===== src/rtl/avalon_sdram_arbiter.sv =====
// avalon_sdram_arbiter: N-host Avalon-MM arbiter in front of one SDRAM agent.
// A grant is held for a complete burst: write beats are counted as the agent
// accepts them, read beats are counted as readdatavalid returns. Arbitration
// is either round-robin or fixed priority (lowest index wins).
module avalon_sdram_arbiter #(
   parameter int NUM_HOSTS = 3,
   parameter int ADDR_W    = 32,
   parameter int DATA_W    = 16,
   parameter int BURST_W   = 6,
   parameter int RR_MODE   = 1
) (
   input  logic                           clk,
   input  logic                           rst,
   input  logic [NUM_HOSTS*ADDR_W-1:0]    h_address,
   input  logic [NUM_HOSTS-1:0]           h_read,
   input  logic [NUM_HOSTS-1:0]           h_write,
   input  logic [NUM_HOSTS*DATA_W-1:0]    h_writedata,
   input  logic [NUM_HOSTS*DATA_W/8-1:0]  h_byteenable,
   input  logic [NUM_HOSTS*BURST_W-1:0]   h_burstcount,
   output logic [NUM_HOSTS-1:0]           h_waitrequest,
   output logic [DATA_W-1:0]              h_readdata,
   output logic [NUM_HOSTS-1:0]           h_readdatavalid,
   output logic [ADDR_W-1:0]              m_address,
   output logic                           m_read,
   output logic                           m_write,
   output logic [DATA_W-1:0]              m_writedata,
   output logic [DATA_W/8-1:0]            m_byteenable,
   output logic [BURST_W-1:0]             m_burstcount,
   input  logic                           m_waitrequest,
   input  logic [DATA_W-1:0]              m_readdata,
   input  logic                           m_readdatavalid,
   output logic [$clog2(NUM_HOSTS)-1:0]   grant_id,
   output logic                           busy
);

   localparam int GW   = $clog2(NUM_HOSTS);
   localparam int BE_W = DATA_W / 8;
   localparam int CW   = BURST_W + 1;   // one extra bit so a full burst never wraps
   localparam logic [CW-1:0] ONE = CW'(1);

   typedef enum logic [1:0] {IDLE, WRITE_BURST, READ_CMD, READ_DATA} state_t;

   state_t               state, state_nxt;
   logic [GW-1:0]        rr_ptr, winner, win_lo, win_hi;
   logic                 found_hi;
   logic [NUM_HOSTS-1:0] req;
   logic [CW-1:0]        beat_cnt, beat_len, cnt_inc;
   logic                 last_beat, wr_accept, rd_accept;

   logic                 win_write;
   logic [BURST_W-1:0]   win_bc;
   logic                 own_read, own_write;
   logic [ADDR_W-1:0]    own_address;
   logic [DATA_W-1:0]    own_writedata;
   logic [BE_W-1:0]      own_byteenable;
   logic [BURST_W-1:0]   own_bc;

   assign busy       = (state != IDLE);
   assign h_readdata = m_readdata;
   assign cnt_inc    = beat_cnt + ONE;
   assign last_beat  = (cnt_inc == beat_len);
   assign wr_accept  = m_write & ~m_waitrequest;
   assign rd_accept  = m_read & ~m_waitrequest;

   // Pick the winner: lowest requester at or above the RR pointer, else lowest overall.
   always_comb begin
      // NOTE: every combinational output gets a default first so no path leaves it unassigned (no latch).
      req      = h_read | h_write;
      win_lo   = '0;
      win_hi   = '0;
      found_hi = 1'b0;
      for (int i = NUM_HOSTS - 1; i >= 0; i--) begin
         if (req[i]) begin
            win_lo = GW'(i);
            if (GW'(i) >= rr_ptr) begin
               win_hi   = GW'(i);
               found_hi = 1'b1;
            end
         end
      end
      winner = (RR_MODE != 0 && found_hi) ? win_hi : win_lo;
   end

   // Slice out the current owner's and the candidate winner's request fields.
   always_comb begin
      own_read       = 1'b0;
      own_write      = 1'b0;
      own_address    = '0;
      own_writedata  = '0;
      own_byteenable = '0;
      own_bc         = '0;
      win_write      = 1'b0;
      win_bc         = '0;
      for (int i = 0; i < NUM_HOSTS; i++) begin
         if (GW'(i) == grant_id) begin
            own_read       = h_read[i];
            own_write      = h_write[i];
            own_address    = h_address[i*ADDR_W +: ADDR_W];
            own_writedata  = h_writedata[i*DATA_W +: DATA_W];
            own_byteenable = h_byteenable[i*BE_W +: BE_W];
            own_bc         = h_burstcount[i*BURST_W +: BURST_W];
         end
         if (GW'(i) == winner) begin
            win_write = h_write[i];
            win_bc    = h_burstcount[i*BURST_W +: BURST_W];
         end
      end
   end

   // State register.
   always_ff @(posedge clk or posedge rst) begin
      // NOTE: sequential state uses non-blocking assignments so every flop samples pre-edge values.
      if (rst) state <= IDLE;
      else     state <= state_nxt;
   end

   // Next-state: a grant lasts until the final beat of its burst is transferred.
   always_comb begin
      state_nxt = state;
      case (state)
         IDLE:        if (|req) state_nxt = win_write ? WRITE_BURST : READ_CMD;
         WRITE_BURST: if (wr_accept && last_beat) state_nxt = IDLE;
         READ_CMD:    if (rd_accept) state_nxt = READ_DATA;
         READ_DATA:   if (m_readdatavalid && last_beat) state_nxt = IDLE;
         default:     state_nxt = IDLE;
      endcase
   end

   // Grant, round-robin pointer and beat bookkeeping.
   always_ff @(posedge clk or posedge rst) begin
      if (rst) begin
         grant_id <= '0;
         rr_ptr   <= '0;
         beat_cnt <= '0;
         beat_len <= '0;
      end else begin
         case (state)
            IDLE: if (|req) begin
               grant_id <= winner;
               rr_ptr   <= (int'(winner) == NUM_HOSTS - 1) ? '0 : winner + GW'(1);
               beat_cnt <= '0;
               beat_len <= (win_bc == '0) ? ONE : {1'b0, win_bc};
            end
            WRITE_BURST: if (wr_accept) beat_cnt <= cnt_inc;
            READ_DATA:   if (m_readdatavalid) beat_cnt <= cnt_inc;
            default: ;
         endcase
      end
   end

   // Outputs: route the owner to the agent; everyone else is held off.
   always_comb begin
      h_waitrequest   = '1;
      h_readdatavalid = '0;
      m_address       = own_address;
      m_writedata     = own_writedata;
      m_byteenable    = own_byteenable;
      m_burstcount    = own_bc;
      m_read          = 1'b0;
      m_write         = 1'b0;
      case (state)
         WRITE_BURST: begin
            m_write                 = own_write;
            h_waitrequest[grant_id] = m_waitrequest;
         end
         READ_CMD: begin
            m_read                  = own_read;
            h_waitrequest[grant_id] = m_waitrequest;
         end
         READ_DATA: h_readdatavalid[grant_id] = m_readdatavalid;
         default: ;
      endcase
   end

endmodule


===== config.mk =====
export PLATFORM = sky130hd
export DESIGN_NAME = avalon_sdram_arbiter
export DESIGN_NICKNAME = d
export VERILOG_FILES = /design/src/rtl/avalon_sdram_arbiter.sv
export SDC_FILE = /design/constraint.sdc
export NUM_CORES = 1
export LEC_CHECK = 0
export ABC_AREA = 1
export BUFFER_PORTS_ARGS = -buffer_cell sky130_fd_sc_hd__buf_2
export CORE_AREA = 2 2 108 110
export CTS_CLUSTER_SIZE = 24
export DETAILED_ROUTE_END_ITERATION = 8
export DIE_AREA = 0 0 110 112
export SYNTH_ARGS = -nofsm -noshare
export SYNTH_HDL_FRONTEND = slang
export SYNTH_SLANG_ARGS = --single-unit
export TNS_END_PERCENT = 1

===== constraint.sdc =====
create_clock -name clk -period 2.2 [get_ports clk]
set_input_delay 0.22 -clock clk [delete_from_list [all_inputs] [get_ports clk]]
set_output_delay 0.22 -clock clk [all_outputs]
set_load 0.005 [all_outputs]

==> metrics.txt, run 1 <==
f_max 520 MHz; min Tclk post-route 1.92 ns; share of cells above drive strength 1 0.389; Syn Nets 679; Starting Density 0.232; worst reg2reg setup slack 0.37 ns; GRT Overall Usage 0.182; Final period util 0.874; setup bufs post-CTS 0; fin util 0.352; number of global-route vias before repair 3624; dpl cell area 3850 sq um; Hold/Removal Path Class in2async; largest net degree at the start of global routing 39; register bit total from synthesis 19; Worst setup EP type output port; sequential area share after synthesis 0.183; DP Wirelength 9470 microns; status completed; most frequent cells in the layout buf_2, nand2_1, nand3_1; Num CTS Buffers 3; Die H 112 microns; IO Port Bufs 244; drt first-iter violations 131; maximum VDD drop 0.467 mV; Placeable Area 11200 sq um; Synth Cell Area 2600 sq um; Nets 899; clk sinks 19; most common cell after layout, fill and taps aside buf_2; CP Data Required Time 1.98 ns; clk_lat worst skew 0.25 ns; GRT overflow 0; antenna violations before repair 3; final wirelength 11300 microns; Final Cell Area 3930 sq um; Max transition margin 0.509; distinct cell type count after synthesis 31; Pins Over Slew Limit 0; crit path kind reg2out; die width 110 microns; Resized Gates After CTS 0; row count 39; WP data arrival 1.70 ns; area of the multi-input gates 1800 sq um; Final ANT Viol Nets 0; CTS tree yes; Via Count 3707; Post-Place Setup Slack 0.391 ns; cells after synthesis 478; Fin. Hold Viols 0; Register Area 475 sq um; Area growth, synth to finish 51.4%; yosys warns 0; Final Total Pwr 4.22 mW; CP Max Fanout 35; CTS H-tree depth 1; RSZ-0062 raised after global routing false; CTS max path bufs 2; Root Buffer Master clkbuf_16; CP Launch Point grant_id[1]$_DFFE_PP0P_; number of vias per cell 4.41; Setup Skew 0.00191 ns; max_cap viols 0; first-pass GRT wire length 18000 microns; Post-Layout Cell Count 840; Final setup violation count 0; Worst R2R End state[0]$_DFFE_PP0P_; die area 12300 sq um; io pins 277; leakage 2.32 nW; Placed Instances 836; Clk pin slew, worst setup/hold paths 0.05 ns; PwrDens 1070 nW/um^2; worst slew pin tran 0.735 ns; Worst Reg-to-Reg Cells 11; TritonRoute pass-1 iters 5; Startpoint Class flip-flop; setup ws final 0.278 ns; Placer Congestion 0.804; Avg Cell Area, Syn 5.43 sq um; setup tns final 0 ns; FF-to-FF Start beat_cnt[0]$_DFFE_PP0P_; Hold WS 0.0905 ns; FILL cells 1298; wire per inst 13.4 microns; number of diodes 0; hold_buf cts 0; DRC violations left 0
-- routing by layer --
| metal | track usage | part of all wire | vias up |
|---|---|---|---|
| li1 | - | - | 1939 |
| met1 | 0.222 | 0.41 | 1599 |
| met2 | 0.317 | 0.50 | 147 |
| met3 | 0.0539 | 0.077 | 16 |
| met4 | 0.0329 | 0.011 | 6 |
| met5 | 0 | 0.0036 | - |
-- critical path: stages, from the launching register on --
cell and delay [ns]:
dfrtp_1 0.47, nor2_4 0.23, buf_4 0.39, nand2_1 0.13, nand3_1 0.11, buf_2 0.12
-- final cells by class --
type                    instances  area share
repair buffers                251       0.324
clock buffers                   4      0.0200
well taps                     143      0.0455
flip-flops and latches         19       0.121
inverters                      33      0.0315
multi-input cells             390       0.458
-- kinds of logic after synthesis --
family	Yosys count	share of synthesized area
AO/OA/AOI/OAI	22	0.0525
buffers and inverters	69	0.127
flip-flops	19	0.183
XOR/XNOR	6	0.0202
adder cells (fa/ha/maj)	7	0.0337
AND/OR/NAND/NOR	354	0.580
multiplexers	1	0.00385
-- worst max path at each step --
stage	slack (ns)	to
after detailed placement	0.39	beat_cnt[0]$_DFFE_PP0P_
after global placement	0.46	state[1]$_DFFE_PP0P_
after global routing	0.09	m_address[21]
after floorplan	0.62	state[1]$_DFFE_PP0P_
final	0.28	m_writedata[9]
after CTS	0.27	m_address[13]
-- cell usage after synthesis --
cell type,n,area share
nor3_1,2,0.0039
inv_1,30,0.043
xor2_1,4,0.013
buf_1,4,0.0058
or2_2,1,0.0024
inv_2,2,0.0029
buf_4,17,0.049
o21ai_1,2,0.0039
nand2_2,5,0.012
or2_1,1,0.0024
a21oi_1,3,0.0058
nand3_4,1,0.0067
a21boi_4,1,0.0072
o21ai_0,11,0.021
mux2i_1,1,0.0039
dfrtp_1,19,0.18
clkbuf_1,10,0.014
o211ai_2,1,0.0048
nor2_1,24,0.035
xnor2_1,2,0.0067
and2_1,1,0.0024
o22ai_1,4,0.0096
ha_1,7,0.034
nand3_1,78,0.15
nand3b_1,1,0.0029
clkinv_1,1,0.0014
nor2_4,2,0.0087
nand2_1,228,0.33
nand4_1,7,0.017
buf_2,5,0.0096
nor2_2,3,0.0072
-- registers in the layout, indices dropped and copies added (netlist names) --
register  cells
grant_id      2
state         2
rr_ptr        2
beat_len      6
beat_cnt      7
-- where the power goes --
| group | switching (mW) | internal (mW) | total (mW) | leakage [nW] |
|---|---|---|---|---|
| combinational | 1.96 | 1.29 | 3.25 | 2.04 |
| clock | 0.122 | 0.246 | 0.368 | 0.0382 |
| sequential | 0.123 | 0.481 | 0.605 | 0.245 |
Note: power is estimated with default switching activity, not from simulation.
==> run 2: changes to the inputs <==
- PLACE_DENSITY: default -> 0.7
- RECOVER_POWER: default -> 50
==> metrics.txt, run 2 (synthesis gave the netlist of run 1 again) <==
status completed (unchanged); row count 39 (unchanged); largest register by flop count beat_cnt (unchanged); number of global-route vias before repair 3556 (was 3624); CTS tree yes (unchanged); GRT overflow 0 (unchanged); min Tclk post-route 1.93 ns (was 1.92 ns); Final setup violation count 0 (unchanged); drt first-iter violations 168 (was 131); Placeable Area 11200 sq um (unchanged); worst slew pin tran 0.735 ns (about the same); setup tns final 0 ns (unchanged); DP Wirelength 9270 microns (was 9470 microns); Area growth, synth to finish 51.0% (was 51.4%); f_max 518 MHz (was 520 MHz); most frequent cells in the layout buf_2, nand2_1, nand3_1 (unchanged); Final Cell Area 3920 sq um (was 3930 sq um); most common cell after layout, fill and taps aside buf_2 (unchanged); Resized Gates After CTS 0 (unchanged); Placer Congestion 0.805 (was 0.804); final wirelength 10900 microns (was 11300 microns); PwrDens 1070 nW/um^2 (about the same); GRT Overall Usage 0.177 (was 0.182); antenna violations before repair 0 (was 3); FILL cells 1267 (was 1298); share of cells above drive strength 1 0.376 (was 0.389); clk_lat worst skew 0.25 ns (about the same); IO Port Bufs 244 (unchanged); Pins Over Slew Limit 0 (unchanged); crit path kind reg2out (unchanged); maximum VDD drop 0.459 mV (was 0.467 mV); die area 12300 sq um (unchanged); Clk pin slew, worst setup/hold paths 0.06 ns (was 0.05 ns); leakage 2.29 nW (was 2.32 nW); TritonRoute pass-1 iters 4 (was 5); hold_buf cts 0 (unchanged); first-pass GRT wire length 17500 microns (was 18000 microns); area of the multi-input gates 1800 sq um (about the same); Final ANT Viol Nets 0 (unchanged); Post-Layout Cell Count 839 (was 840); DRC violations left 0 (unchanged); wire per inst 13.0 microns (was 13.4 microns); CTS H-tree depth 1 (unchanged); largest net degree at the start of global routing 47 (was 39); number of vias per cell 4.47 (was 4.41); fin util 0.351 (was 0.352); Hold/Removal Path Class in2async (unchanged); Via Count 3747 (was 3707); Placed Instances 835 (was 836); CTS max path bufs 2 (unchanged); Max transition margin 0.509 (about the same); CP Data Required Time 1.98 ns (about the same); Final Total Pwr 4.21 mW (was 4.22 mW); Starting Density 0.232 (unchanged); RSZ-0062 raised after global routing false (unchanged); Num CTS Buffers 3 (unchanged); Nets 898 (was 899); WP data arrival 1.71 ns (was 1.70 ns); clk sinks 19 (unchanged); CP Max Fanout 46 (was 35); max_cap viols 0 (unchanged); Register Area 475 sq um (unchanged); dpl cell area 3860 sq um (was 3850 sq um); Root Buffer Master clkbuf_16 (unchanged); number of diodes 0 (unchanged); max reg flops 7 (unchanged); Startpoint Class flip-flop (unchanged); die width 110 microns (unchanged); Fin. Hold Viols 0 (unchanged); setup bufs post-CTS 0 (unchanged); io pins 277 (unchanged); Die H 112 microns (unchanged); Top Registers beat_cnt x7, beat_len x6 (unchanged); Setup Skew 0.00475 ns (was 0.00191 ns); Final period util 0.878 (was 0.874); Worst setup EP type output port (unchanged)
## run 2: cell count changes in the layout (fill, tap and decap cells not counted), sizes merged
| cell | before | now |
|---|---|---|
| clkbuf | 4 | 13 |
| buf | 251 | 240 |
| clkinv | 1 | 2 |
## run 2: per-layer routing
layer / vias to the layer above / wire (microns) / global-route usage
met4: 0 / 161 / 0.0253
met1: 1634 / 4590 / 0.228
met2: 170 / 5400 / 0.307
li1: 1933 / - / -
met3: 10 / 771 / 0.0369
met5: - / 0 / 0
## run 2: path summary, 6_finish.rpt
path | start | end | slack (ns) | cells after the start
max reg2reg | grant_id[0]$_DFFE_PP0P_ | beat_cnt[3]$_DFFE_PP0P_ | 0.33 | 8
max | grant_id[0]$_DFFE_PP0P_ | m_address[12] | 0.27 | 7
min reg2reg | beat_len[1]$_DFFE_PP0P_ | beat_len[1]$_DFFE_PP0P_ | 0.49 | 2
min | rst | beat_len[5]$_DFFE_PP0P_ | 0.09 | 2
min in group clk | h_burstcount[2] | beat_len[2]$_DFFE_PP0P_ | 0.36 | 5
max in group asynchronous | rst | beat_cnt[2]$_DFFE_PP0P_ | 1.65 | 2
## run 2: area by class of cell
| class | instances | area share |
|---|---|---|
| clock buffer | 3 | 0.0191 |
| clock inverter | 1 | 0.00128 |
| inverter | 33 | 0.0316 |
| multi-input combinational | 390 | 0.458 |
| sequential | 19 | 0.121 |
| tap | 143 | 0.0456 |
| timing repair buffer | 250 | 0.323 |
## run 2: power breakdown
| group | switching, mW | leakage (nW) | internal [mW] |
|---|---|---|---|
| Sequential | 0.127 | 0.245 | 0.481 |
| Clock | 0.130 | 0.0409 | 0.244 |
| Combinational | 1.96 | 2.01 | 1.27 |
| Total | 2.21 | 2.29 | 2.00 |
## run 2: critical path, stage by stage, from the launching register on
cell	delay, ns
dfrtp_1	0.43
inv_2	0.11
nand2_1	0.11
inv_2	0.24
buf_12	0.24
nand2_1	0.07
nand3_1	0.07
buf_2	0.14
## run 2: stage by stage
| step | hold slack, ns | setup WS [ns] |
|---|---|---|
| detailed placement | 0.369 | 0.413 |
| floorplan | 0.171 | 0.619 |
| CTS | 0.109 | 0.228 |
| global route | 0.162 | 0.0728 |
| global placement | 0.372 | 0.444 |
| finish | 0.0875 | 0.269 |
